--- config.mk ---
export PLATFORM = sky130hd
export DESIGN_NAME = tick_scheduler
export DESIGN_NICKNAME = d
export VERILOG_FILES = /design/src/rtl/tick_scheduler.sv
export SDC_FILE = /design/constraint.sdc
export NUM_CORES = 1
export LEC_CHECK = 0
export CORE_MARGIN = 1.5
export CORE_UTILIZATION = 32
export CTS_BUF_LIST = sky130_fd_sc_hd__clkbuf_16
export DETAILED_ROUTE_END_ITERATION = 8
export SYNTH_ARGS = -nofsm -noshare
export SYNTH_HDL_FRONTEND = slang
export SYNTH_SLANG_ARGS = --single-unit
export TNS_END_PERCENT = 20
--- constraint.sdc ---
create_clock -name ts_clk -period 19.77 [get_ports ts_clk]
set_clock_uncertainty 0.2 [all_clocks]
set_input_delay 4.9425 -clock ts_clk [delete_from_list [all_inputs] [get_ports ts_clk]]
set_output_delay 4.9425 -clock ts_clk [all_outputs]
set_load 0.02 [all_outputs]
--- src/rtl/tick_scheduler.sv ---
// tick_scheduler: per-channel single-cycle clock-enable strobes with aligned start and glitch-free rate changes
module tick_scheduler #(
  parameter int CH_NUM = 4,
  parameter int DIV_W  = 24,
  parameter int CH_W   = 2
) (
  input  logic              ts_clk,
  input  logic              ts_rst_n,
  input  logic              ts_start,
  input  logic              ts_stop,
  input  logic              ts_cfg_valid,
  output logic              ts_cfg_ready,
  input  logic [CH_W-1:0]   ts_cfg_ch,
  input  logic [DIV_W-1:0]  ts_cfg_div,
  input  logic [DIV_W-1:0]  ts_cfg_phase,
  output logic [CH_NUM-1:0] ts_tick,
  output logic              ts_running,
  output logic              ts_cfg_err
);
  typedef enum logic [1:0] {IDLE, ALIGN, RUN} state_t;
  state_t state, state_n;
  logic [1:0] rst_q;
  logic rst_n, ch_ok, acc, live, stopping, err_n;
  logic [CH_NUM-1:0] pend, tick_n;
  always_ff @(posedge ts_clk or negedge ts_rst_n)
    if (!ts_rst_n) rst_q <= '0;
    else rst_q <= {rst_q[0], 1'b1};
  assign rst_n = rst_q[1];
  assign ch_ok = int'(ts_cfg_ch) < CH_NUM;
  assign ts_cfg_ready = state == IDLE || !ch_ok || !pend[ts_cfg_ch];
  assign acc = ts_cfg_valid && ts_cfg_ready;
  assign live = state != IDLE;
  assign stopping = live && ts_stop;
  assign ts_running = live;
  always_comb begin
    state_n = state == IDLE ? (ts_start && !ts_stop ? ALIGN : IDLE) : ts_stop ? IDLE : RUN;
    err_n = (acc && !ch_ok) || (ts_cfg_err && state != ALIGN);
  end
  always_ff @(posedge ts_clk or negedge rst_n)
    if (!rst_n) begin
      state <= IDLE;
      ts_tick <= '0;
      ts_cfg_err <= 1'b0;
    end else begin
      state <= state_n;
      ts_tick <= tick_n;
      ts_cfg_err <= err_n;
    end
  for (genvar c = 0; c < CH_NUM; c++) begin : g_ch
    logic [DIV_W-1:0] d, p, sd, sp, cnt, d_n, cnt_n;
    logic pnd, wr, wr_sh, tc, commit;
    assign wr = acc && ts_cfg_ch == CH_W'(c);
    assign wr_sh = wr && live;
    assign tc = d != '0 && cnt == d - DIV_W'(1);
    // a stop folds any pending or same-cycle write straight into the active set
    assign commit = (state == RUN && pnd && (tc || d == '0)) || (stopping && (pnd || wr_sh));
    assign d_n = wr && (!live || commit) ? ts_cfg_div : commit ? sd : d;
    assign cnt_n = state == ALIGN ? (d == '0 ? '0 : p < d ? p : d - DIV_W'(1))
                 : state != RUN ? cnt
                 : commit || tc || d == '0 ? '0 : cnt + DIV_W'(1);
    // tick is registered: decode the terminal count of the next cycle's counter
    assign tick_n[c] = state_n == RUN && d_n != '0 && cnt_n == d_n - DIV_W'(1);
    assign pend[c] = pnd;
    always_ff @(posedge ts_clk or negedge rst_n)
      if (!rst_n) begin
        d <= '0;
        p <= '0;
        sd <= '0;
        sp <= '0;
        cnt <= '0;
        pnd <= 1'b0;
      end else begin
        d <= d_n;
        p <= wr && (!live || commit) ? ts_cfg_phase : commit ? sp : p;
        sd <= wr_sh ? ts_cfg_div : sd;
        sp <= wr_sh ? ts_cfg_phase : sp;
        cnt <= cnt_n;
        pnd <= !commit && (pnd || wr_sh);
      end
  end
endmodule

# ---- After elaboration in Yosys (flattened, before gate mapping)
# Cells that the tools add are included.
dict set report word_totals {
  output_inout_bits 7
  reg_bits 493
}
dict set report classes {
  eq_ne 16
  order_cmp 5
  muxes 41
  n_addsub 12
  reduce_logical 95
}
# operator n
set op_table {}
lappend op_table {{$mux W24} 36}
lappend op_table {{$eq A24 B24 Y1} 8}
lappend op_table {{$reduce_bool A24 Y1} 8}
lappend op_table {{$sub A24 B1 Y24 const B} 8}
lappend op_table {{$add A24 B1 Y24 const B} 4}
lappend op_table {{$logic_not A24 Y1} 4}
lappend op_table {{$lt A24 B24 Y1} 4}
lappend op_table {{$logic_and A1 B1 Y1} 44}
lappend op_table {{$logic_or A1 B1 Y1} 25}
lappend op_table {{$reduce_bool A2 Y1} 5}
lappend op_table {{$eq A2 B2 Y1 const B} 4}
lappend op_table {{$logic_not A1 Y1} 7}
lappend op_table {{$eq A2 B1 Y1 const B} 2}
lappend op_table {{$logic_not A2 Y1} 2}
lappend op_table {{$mux W2} 2}
lappend op_table {{$lt A2 B3 Y1 const B} 1}
lappend op_table {{$bmux W1 S2} 1}
lappend op_table {{$mux W1} 2}
lappend op_table {{$ne A2 B1 Y1 const B} 1}
lappend op_table {{$ne A2 B2 Y1 const B} 1}

# ---- Depth between registers and ports, before layout
dict set report logic_depth {
  depth_word 17
  mapped_depth 25
  ltp_nobuf 21
}

# ---- Worst setup path after synthesis
# OpenSTA, ideal clock, no wires.
dict set report synth_path {
  path_type {input -> output}
  startpoint {input ts_cfg_ch[1]}
  endpoint {output ts_cfg_ready}
  t_arrival_ns 5.622
  required_ns 14.627
  cell_stages 4
  setup_slack_ns 9.006
  n_path_buf 0
  path_cell_list {mux2_2 > o21ai_0 > nor2_1 > inv_1}
}
dict set report synth_between {
  elab_chain_cells 4
}
# element line
set synth_rtl {}
lappend synth_rtl {{from (decl)} 13} ;# input logic [CH_W-1:0] ts_cfg_ch,
lappend synth_rtl {{$bmux W1 S2} 30} ;# assign ts_cfg_ready = state == IDLE || !ch_ok || !pend[ts_cfg_ch];
lappend synth_rtl {{$mux W1 (implied by the code)} 30}
lappend synth_rtl {{$logic_not A1 Y1} 30}
lappend synth_rtl {{$logic_or A1 B1 Y1} 30}
lappend synth_rtl {{to (decl)} 12} ;# output logic ts_cfg_ready,
# No other way between the ends. The select of a mux whose other input is x is not followed.

# ---- Worst setup path in the final report
# Ends and elaborated chain as after synthesis.

==> flow_metrics.py <==
metrics = {
    "setup_path": {
        "critical_path_type": "input port to output pin",
        "timing.critical_path.max_delay_family": "buffers and inverters",
        "critical_path.cell_chain": "clkdlybuf4s50_1 > mux2i_1 > nand2_1 > o21ai_0 > nor2_1 > inv_1 > clkdlybuf4s50_1",
        "timing.critical_path.to_type": "output pin",
        "critPathRequiredTime_ps": 14630,
        "critPathBufInv": 3,
        "worstPathMaxFanout": 7,
        "critPathArrivalTime_ps": 7220,
        "timing.critical_path.slowest_cell_delay_ps": 670,
        "startpoint_type": "input port",
        "timing.critical_path.slowest_stage_cell": "clkdlybuf4s50_1",
        "timing.critical_path.mode_cell": "clkdlybuf4s50_1",
    },
    "sta": {
        "fin_crit_period_ps": 12360,
        "finalMaxSlewViolations": 0,
        "layout_setup_ws_ps": 7410,
        "maxClockFrequency_mhz": 80.9,
        "timing.final.crit_share": 0.625,
        "worst_slew_pin_slew_ps": 1130,
        "max_slew_margin": 0.238,
        "rsz0062_at_grt": "no",
        "timing.final.hold_violations": 0,
        "setup_viol": 0,
        "setup-tns-final_ps": 0,
    },
    "global_route": {
        "globalRoute.totalOverflow": 0,
        "grt.total_usage": 0.227,
        "grt_pass1_vias": 28100,
        "grt_antenna_before_repair": 19,
        "grt_first_pass_wirelength_um": 184000,
        "grt_start_max_net_pins": 173,
    },
    "power_and_ir_drop": {
        "switchingPower_mw": 2.60,
        "power.share.clock": 0.190,
        "power.ir.vdd_worst_mv": 0.0831,
        "cellLeakagePower_nw": 14.9,
        "share_comb_of_total_power": 0.465,
        "switching_share": 0.442,
        "seq_power_share": 0.345,
        "power_report.internal_total_mw": 3.29,
        "power_density_nw_per_um2": 159,
    },
    "floorplan": {
        "initial_core_util": 0.322,
        "die_height_um": 325,
        "ios": 62,
        "core-area_um2": 103000,
        "die_w_um": 325,
        "placementRows": 118,
        "die_area_um2": 106000,
    },
    "cts": {
        "maximum_level_of_the_cts_h_tree": 2,
        "clkSlewWorstSetupHoldPaths_ps": 60,
        "cts-buffers-inserted": 58,
        "ctsLongestPathBuffers": 3,
        "clock_latency_ps": 670,
        "tritoncts": "built",
        "cts_root_buf": "clkbuf_16",
        "hold_bufs_at_cts": 0,
        "postCtsResizedCells": 0,
        "clock_sink_count": 493,
        "post_cts.repair.setup_buffers": 0,
    },
    "synth": {
        "edff_count_synth": 0,
        "postSynthAreaPerCell_um2": 8.84,
        "yosys.area.top_type_share": 0.371,
        "synthesis.area_um2": 33200,
        "warning_count_from_the_yosys_run": 0,
        "top_post_synthesis_cells_by_area": "dfrtp_1 (37%), xnor2_1 (6.6%), mux2_2 (6.5%), nor2_1 (5.3%), ha_1 (4.1%)",
        "post_synth_inst_count": 3758,
        "post-synth-top-count-cell": "dfrtp_1",
        "async_reset_ff_frac": 1.00,
        "synth_sequential_area_ratio": 0.371,
        "ys_seq_elements": 493,
        "synth.cells.most_frequent": "dfrtp_1 (493), nor2_1 (471), xnor2_1 (251)",
        "yosysTopAreaCell": "dfrtp_1",
        "syn-num-nets": 3921,
        "synth_flop_cell": "dfrtp_1",
        "yosysUniqueCellTypes": 107,
    },
    "hold_path": {
        "hold_class": "register to asynchronous set/reset pin",
    },
    "cells_and_area": {
        "nNetsFinal": 3885,
        "num-fill-cells": 10500,
        "final_area_um2": 37200,
        "layout_overhead_on_the_synthesized_area_pct": 11.9,
        "drive_gt1_frac": 0.114,
    },
    "detailed_routing": {
        "totalWireLength_um": 122000,
        "dr.pass1.iters": 7,
        "drt_first_iter_violations": 2915,
        "ant_nets": 0,
        "post_drt_via_cell_ratio": 5.70,
        "drc": 0,
        "vias": 29400,
        "wire_per_inst_um": 23.6,
    },
    "placed_design": {
        "globalplace.congestion": 0.942,
        "place.port_buffers": 61,
        "dpl_cell_area_um2": 35200,
        "preCtsSetupSlack_ps": 7460,
        "hpwlAfterDp_um": 88100,
    },
    "run": {
        "timing.max_cap.violations": 0,
    },
    "run_status": {
        "run_status": "completed",
    },
}
power groups by stage:
stage               combinational [mW]  sequential (mW)  clock, mW
finish                            2.74             2.03       1.12
global route                      3.02             2.10       1.18
CTS                               2.72             2.02       1.14
detailed placement                2.70             2.03          0
global placement                  2.66             2.02          0
floorplan                         2.15             1.76          0
area by class of cell:
cell class                 instances  area, um^2  area share
clock buffer                      58        1450      0.0390
sequential                       493       12300       0.332
antenna                            4        10.0    0.000269
inverter                         202         758      0.0204
clock inverter                    47         480      0.0129
tap                             1380        1730      0.0465
timing repair buffer             122        1090      0.0294
multi-input combinational       2845       19300       0.519
kinds of logic after synthesis:
kind of cell    Yosys count  share of synthesized area
simple gates           1321                      0.196
other cells               1                   0.000113
xor+xnor                354                     0.0979
fa+ha+maj               108                     0.0407
flops                   493                      0.371
compound gates          831                      0.167
mux                     230                     0.0765
buf+inv                 420                     0.0501
worst paths after layout:
path,from,end,slack [ps],depth (start not counted)
max reg2reg,g_ch[2].d[2]$_DFF_PN0_,ts_tick[2]$_DFF_PN0_,12130,16
min reg2reg,rst_q[1]$_DFF_PN0_,g_ch[0].sp[20]$_DFFE_PN0P_,110,0
max,ts_cfg_ch[1],ts_cfg_ready,7410,7
min,rst_q[1]$_DFF_PN0_,g_ch[0].sp[20]$_DFFE_PN0P_,110,0
min in group ts_clk,rst_q[0]$_DFF_PN0_,rst_q[1]$_DFF_PN0_,150,0
max in group asynchronous,ts_rst_n,rst_q[1]$_DFF_PN0_,14980,1
metal layers:
layer	global-route usage	wire length, um
met5	0	75
met1	0.317	53700
met4	0.0870	5030
met2	0.342	52800
met3	0.0465	10000
worst reg2reg max path, delay by kind of cell (launching register included):
family | cells | cell delay, ps
AO/OA/AOI/OAI | 5 | 2250
AND/OR/NAND/NOR | 10 | 4160
flip-flops | 1 | 490
multiplexers | 1 | 390
layout by cell type (no fill, tap or decap), types with 131 or more instances in the layout:
| cell | netlist | routed |
|---|---|---|
| dfrtp_1 | 493 | 492 |
| nor2_1 | 471 | 470 |
| xnor2_1 | 251 | 251 |
| nand2_1 | 249 | 249 |
| inv_1 | 199 | 206 |
| mux2_2 | 192 | 192 |
| o22ai_1 | 191 | 191 |
| o21ai_0 | 159 | 157 |
| a21oi_1 | 133 | 131 |
sequential cells by signal (all words and copies together), names as in the netlist:
register,cells
g_ch.d,96
ts_cfg_err,1
g_ch.sp,96
g_ch.sd,96
state,2
ts_tick,4
g_ch.p,96
rst_q,2
g_ch.cnt,96
g_ch.pnd,4
metrics by stage:
step	util	power, mW	hold WS [ps]	std cells
4_1_cts	0.360	5.87	134	5147
3_5_place_dp	0.341	4.73	128	5042
2_1_floorplan	-	3.92	131	3758
6_report	0.360	5.89	108	5151
5_1_grt	0.360	6.29	153	5147
3_3_place_gp	0.341	4.69	125	5042
Note: power is estimated with default switching activity, not from simulation.
